==> src/rtl/mips_pkg.sv <==
// Shared MIPS pipeline definitions: memory-stage FSM encoding and bus timeout default.
package mips_pkg;

  typedef enum logic {
    ST_IDLE = 1'b0,
    ST_WAIT = 1'b1
  } mem_state_e;

  localparam int unsigned MEM_TIMEOUT_DEFAULT = 255;
  localparam int unsigned WAIT_CNT_W          = 8;

endpackage

==> src/rtl/mem_stage.sv <==
// MIPS memory stage: passes ALU results to writeback and runs one data-memory
// request at a time, with misalignment and ack-timeout detection.
module mem_stage
  import mips_pkg::*;
#(
  parameter int unsigned TIMEOUT = MEM_TIMEOUT_DEFAULT
) (
  input  logic        clk,
  input  logic        rst,
  input  logic        ex_valid,
  input  logic [31:0] alu_result,
  input  logic [31:0] store_data,
  input  logic [4:0]  dest_reg,
  input  logic        reg_write,
  input  logic        mem_read,
  input  logic        mem_write,
  input  logic        branch,
  input  logic        zero,
  input  logic [31:0] branch_target,
  output logic        stall,
  output logic        pc_src,
  output logic [31:0] pc_target,
  output logic        dm_req,
  output logic        dm_we,
  output logic [31:0] dm_addr,
  output logic [31:0] dm_wdata,
  input  logic        dm_ack,
  input  logic [31:0] dm_rdata,
  output logic        wb_valid,
  output logic        wb_reg_write,
  output logic [4:0]  wb_dest,
  output logic [31:0] wb_data,
  output logic        bus_error
);

  localparam logic [WAIT_CNT_W:0] TIMEOUT_C = (WAIT_CNT_W + 1)'(TIMEOUT);

  mem_state_e            state_q, state_d;
  logic [WAIT_CNT_W-1:0] cnt_q, cnt_d;
  logic [WAIT_CNT_W:0]   cnt_inc;
  logic [31:0]           addr_q, addr_d;
  logic [31:0]           wdata_q, wdata_d;
  logic [4:0]            dest_q, dest_d;
  logic                  regw_q, regw_d;
  logic                  we_q, we_d;
  logic                  wb_valid_q, wb_valid_d;
  logic                  wb_regw_q, wb_regw_d;
  logic [4:0]            wb_dest_q, wb_dest_d;
  logic [31:0]           wb_data_q, wb_data_d;
  logic                  berr_q, berr_d;
  logic                  pc_src_q, pc_src_d;
  logic [31:0]           pc_tgt_q, pc_tgt_d;

  always_ff @(posedge clk or posedge rst) begin
    if (rst) begin
      state_q    <= ST_IDLE;
      cnt_q      <= '0;
      addr_q     <= '0;
      wdata_q    <= '0;
      dest_q     <= '0;
      regw_q     <= 1'b0;
      we_q       <= 1'b0;
      wb_valid_q <= 1'b0;
      wb_regw_q  <= 1'b0;
      wb_dest_q  <= '0;
      wb_data_q  <= '0;
      berr_q     <= 1'b0;
      pc_src_q   <= 1'b0;
      pc_tgt_q   <= '0;
    end else begin
      state_q    <= state_d;
      cnt_q      <= cnt_d;
      addr_q     <= addr_d;
      wdata_q    <= wdata_d;
      dest_q     <= dest_d;
      regw_q     <= regw_d;
      we_q       <= we_d;
      wb_valid_q <= wb_valid_d;
      wb_regw_q  <= wb_regw_d;
      wb_dest_q  <= wb_dest_d;
      wb_data_q  <= wb_data_d;
      berr_q     <= berr_d;
      pc_src_q   <= pc_src_d;
      pc_tgt_q   <= pc_tgt_d;
    end
  end

  always_comb begin
    state_d    = state_q;
    cnt_d      = cnt_q;
    cnt_inc    = {1'b0, cnt_q} + 1'b1;
    addr_d     = addr_q;
    wdata_d    = wdata_q;
    dest_d     = dest_q;
    regw_d     = regw_q;
    we_d       = we_q;
    wb_valid_d = 1'b0;
    wb_regw_d  = wb_regw_q;
    wb_dest_d  = wb_dest_q;
    wb_data_d  = wb_data_q;
    berr_d     = berr_q;
    pc_src_d   = 1'b0;
    pc_tgt_d   = pc_tgt_q;
    case (state_q)
      ST_IDLE: begin
        if (ex_valid) begin
          if (branch && zero) begin
            pc_src_d = 1'b1;
            pc_tgt_d = branch_target;
          end
          if (mem_read || mem_write) begin
            if (alu_result[1:0] != 2'b00) begin
              // Misaligned: retire immediately as a non-writing error instead of touching memory.
              wb_valid_d = 1'b1;
              wb_regw_d  = 1'b0;
              wb_dest_d  = dest_reg;
              wb_data_d  = alu_result;
              berr_d     = 1'b1;
            end else begin
              state_d = ST_WAIT;
              cnt_d   = '0;
              addr_d  = alu_result;
              wdata_d = store_data;
              dest_d  = dest_reg;
              regw_d  = reg_write;
              we_d    = ~mem_read;
            end
          end else begin
            wb_valid_d = 1'b1;
            wb_regw_d  = reg_write;
            wb_dest_d  = dest_reg;
            wb_data_d  = alu_result;
          end
        end
      end
      ST_WAIT: begin
        // Ack is checked before the timeout so a last-cycle ack still completes normally.
        if (dm_ack) begin
          state_d    = ST_IDLE;
          wb_valid_d = 1'b1;
          wb_dest_d  = dest_q;
          wb_regw_d  = we_q ? 1'b0 : regw_q;
          wb_data_d  = we_q ? addr_q : dm_rdata;
        end else if (cnt_inc == TIMEOUT_C) begin
          state_d    = ST_IDLE;
          cnt_d      = cnt_inc[WAIT_CNT_W-1:0];
          wb_valid_d = 1'b1;
          wb_regw_d  = 1'b0;
          wb_dest_d  = dest_q;
          wb_data_d  = addr_q;
          berr_d     = 1'b1;
        end else begin
          cnt_d = cnt_inc[WAIT_CNT_W-1:0];
        end
      end
      default: state_d = ST_IDLE;
    endcase
  end

  assign stall        = (state_q == ST_WAIT);
  assign dm_req       = (state_q == ST_WAIT);
  assign dm_we        = we_q;
  assign dm_addr      = addr_q;
  assign dm_wdata     = wdata_q;
  assign pc_src       = pc_src_q;
  assign pc_target    = pc_tgt_q;
  assign wb_valid     = wb_valid_q;
  assign wb_reg_write = wb_regw_q;
  assign wb_dest      = wb_dest_q;
  assign wb_data      = wb_data_q;
  assign bus_error    = berr_q;

endmodule
==> config.mk <==
export PLATFORM = sky130hd
export DESIGN_NAME = mem_stage
export DESIGN_NICKNAME = d
export VERILOG_FILES = /design/src/rtl/mips_pkg.sv /design/src/rtl/mem_stage.sv
export SDC_FILE = /design/constraint.sdc
export NUM_CORES = 1
export LEC_CHECK = 0
export CAP_MARGIN = 30
export CORE_UTILIZATION = 46
export CTS_CLUSTER_DIAMETER = 200
export CTS_CLUSTER_SIZE = 16
export DETAILED_ROUTE_END_ITERATION = 10
export PLACE_DENSITY = 0.82
export SLEW_MARGIN = 30
export SYNTH_ARGS = -nofsm -noshare
export SYNTH_HDL_FRONTEND = slang
export SYNTH_SLANG_ARGS = --single-unit
export TNS_END_PERCENT = 1
==> constraint.sdc <==
create_clock -name clk -period 6.65 [get_ports clk]
set_input_delay 0.665 -clock clk [delete_from_list [all_inputs] [get_ports clk]]
set_output_delay 0.665 -clock clk [all_outputs]
set_load 0.02 [all_outputs]
==> flow_summary_export.csv <==
group,metric,value,unit
worst_setup_path,path_class,"register to primary output",
sta,hold_viol,0,
worst_setup_path,path_max_fanout,81,
worst_setup_path,critPathLaunch,"dm_req$_DFF_PP0_",
sta,worstMarginPinSlew,0.827,ns
floorplan,dieArea,18300,um2
route,num_vias,7337,
cts,clockBufferDepth,2,
route,wl_per_cell,18.0,um
floorplan,io_pins,282,
yosys,synth_seq_cells,153,
yosys,synth.distinct_cells,47,
cts,root_buffer,"clkbuf_16",
route,drtAntennaViolNets,0,
yosys,syn_inst,808,
yosys,yosys.area_share.simple,0.240,
placed_design,place_hpwl,15400,um
worst_setup_path,crit_chain,"buf_16 -> clkdlybuf4s50_1",
cts,clock_latency,0.42,ns
route,dr.first_iter.drc_count,615,
sta,max_freq,363,MHz
layout,fin_util,0.673,
worst_setup_path,reg2reg_slack,4.08,ns
worst_setup_path,worst-r2r-cell-count,6,
route,drc,0,
yosys,syn_area,8160,um2
layout,antenna_cells,0,
layout,finalNetCount,1188,
route,drt-total-wl,23000,um
cts,post-cts-setup-buffer-count,0,
power_and_ir_drop,p_leak,4.84,nW
yosys,synth_top_family_by_area,"simple AND/OR/NAND/NOR gates",
cts,cts_hold_buf,0,
yosys,netlist_top_cells_area,"dfrtp_1, mux2_2, nand2_1",
floorplan,die_x,135,um
floorplan,row_count,48,
yosys,synth_mux_area_frac,0.107,
yosys,yosys_warnings,0,
yosys,netlist_top_cells_count,"dfrtp_1, nand2_1, mux2_2",
cts,cts_tree,"done",
worst_setup_path,worstPathRequired,5.98,ns
worst_setup_path,reg2reg_from,"cnt_q[1]$_DFFE_PP0P_",
worst_setup_path,cp-end-kind,"primary output",
floorplan,floorplan.initialDensity,0.472,
worst_setup_path,max_stage_delay,0.66,ns
floorplan,fp.dieH,135,um
global_route,grt_overflow,0,
layout,areaGrowthSynthToFinish,42.8,%
sta,min_period,2.76,ns
power_and_ir_drop,peakVddDrop,0.178,mV
cts,cts_resized,0,
sta,setup_viol,0,
route,viasPerCell,5.72,
global_route,grt_pass1_vias,7092,
cts,path_clk_slew,0.06,ns
route,drt-pass1-iter-count,7,
yosys,synth_flop_cell,"dfrtp_1",
power_and_ir_drop,p_per_area,285,nW/um2
layout,num-fill-cells,1393,
placed_design,gp_congestion,0.777,
global_route,track_usage,0.254,
yosys,synth_top_area_frac,0.469,
sta,rsz0062_at_grt,"false",
floorplan,core_area,17300,um2
worst_setup_path,endpoint,"dm_req",
sta,skew,0.0106,ns
placed_design,placed_cell_area,11000,um2
hold_path,holdPathStages,2,
placed_design,port-buffer-count,281,
yosys,syn-num-nets,952,
worst_setup_path,arrival,2.09,ns
sta,setup_tns,0,ns
placed_design,place_ws,3.58,ns
cts,htree_levels,4,
sta,worst_hold_slack,0.471,ns
global_route,grt_start_max_net_pins,116,
yosys,yosysMostFrequentCell,"dfrtp_1",
global_route,grt_first_pass_wirelength,36300,um
sta,slew-limit-headroom,0.449,
hold_path,min-delay-path-class,"register to register",
worst_setup_path,crit_slowest_cell,"clkdlybuf4s50_1",
yosys,synth_seq_area_share,0.469,
cts,cts_buffers,17,
status,status,"finished, final reports clean",
worst_setup_path,startpoint_type,"register",
layout,drive_gt1_frac,0.126,
flow_run,maxCapViolCount,0,
yosys,synth_edf_count,0,
yosys,async_reset_ff_frac,1.00,
worst_setup_path,r2r-end,"wb_dest[3]$_DFFE_PP0P_",
sta,postLayoutSetupSlackWorst,3.89,ns
sta,finalCritPeriodShare,0.415,
sta,slew_viol_final,0,
yosys,synth.avg_cell_area,10.1,um2
layout,stdcell_area,11600,um2
cts,cts.sinks,153,
yosys,synth_top_cell_by_area,"dfrtp_1",
yosys,synth_xor_area_frac,0.00521,
global_route,grt_antenna_before_repair,0,
yosys,synth_fa_ha_area_frac,0.00307,
yosys,synth_compound_area_frac,0.127,
[worst min-delay path by stage]
stage                                end                      start  slack [ns]
2_1_floorplan      dest_q[0]$_DFFE_PP0P_      dest_q[0]$_DFFE_PP0P_        0.47
3_5_place_dp   pc_target[21]$_DFFE_PP0P_  pc_target[21]$_DFFE_PP0P_        0.46
4_1_cts        pc_target[21]$_DFFE_PP0P_  pc_target[21]$_DFFE_PP0P_        0.48
3_3_place_gp    pc_target[7]$_DFFE_PP0P_   pc_target[7]$_DFFE_PP0P_        0.46
6_report       pc_target[18]$_DFFE_PP0P_  pc_target[18]$_DFFE_PP0P_        0.47
5_1_grt        pc_target[12]$_DFFE_PP0P_  pc_target[12]$_DFFE_PP0P_        0.49
[placed cells by master, fill, tap and decap left out, types with 3 or more instances in the layout]
cell	netlist	routed
a211oi_1	33	33
a221oi_1	37	37
bufinv_16	0	3
and3_1	6	6
nor2_1	20	18
clkdlybuf4s50_1	0	281
clkinvlp_4	0	3
nor2b_1	35	35
inv_6	0	4
a311oi_1	32	32
and2_1	36	35
o21ai_0	12	12
mux2_2	73	73
nand3_1	39	39
clkinv_2	0	3
buf_4	1	12
nand2_1	142	142
nor3_1	5	5
or4_1	32	32
dfrtp_1	153	152
clkbuf_16	0	17
and4b_1	32	32
a21oi_1	6	6
mux2i_1	5	5
[area by class of cell]
| type | count | area, um2 | area share |
|---|---|---|---|
| tap | 225 | 282 | 0.0242 |
| inverter | 5 | 23.8 | 0.00204 |
| sequential | 153 | 3830 | 0.329 |
| multi-input combinational | 573 | 3970 | 0.341 |
| clock buffer | 18 | 439 | 0.0377 |
| timing repair buffer | 294 | 2930 | 0.252 |
| clock inverter | 14 | 171 | 0.0147 |
[worst max-delay path, delay by kind of cell (launching register included)]
| family | cells | cell delay, ns |
|---|---|---|
| buffers and inverters | 2 | 0.98 |
| DFF | 1 | 0.65 |
[per-stage QoR]
step	power, mW	std cells
2_1_floorplan	1.78	808
3_3_place_gp	2.31	1249
3_5_place_dp	2.34	1249
4_1_cts	3.35	1281
5_1_grt	3.48	1282
6_report	3.32	1282
[power breakdown]
group / leakage [nW] / total [mW] / switching, mW / internal [mW]
clock: 0.293 / 0.996 / 0.393 / 0.603
sequential: 1.86 / 1.25 / 0.133 / 1.12
combinational: 2.69 / 1.08 / 0.530 / 0.548
total: 4.84 / 3.32 / 1.06 / 2.27
[sequential cells by signal, summed over array words and instances (netlist names), 5 cells and up]
register / count
dm_addr: 32
dm_wdata: 32
pc_target: 32
wb_data: 32
cnt_q: 8
dest_q: 5
wb_dest: 5
[routing by layer]
metal  GRT usage  part of all wire
met1       0.319              0.40
met2       0.419              0.49
met3      0.0778              0.10
met4      0.0768             0.015
met5           0                 0
[cells by family after synthesis]
logic type	Yosys count
simple gates	359
flops	153
compound gates	130
buf+inv	82
mux	78
fa+ha+maj	2
xor+xnor	4
Note: power is estimated with default switching activity, not from simulation.
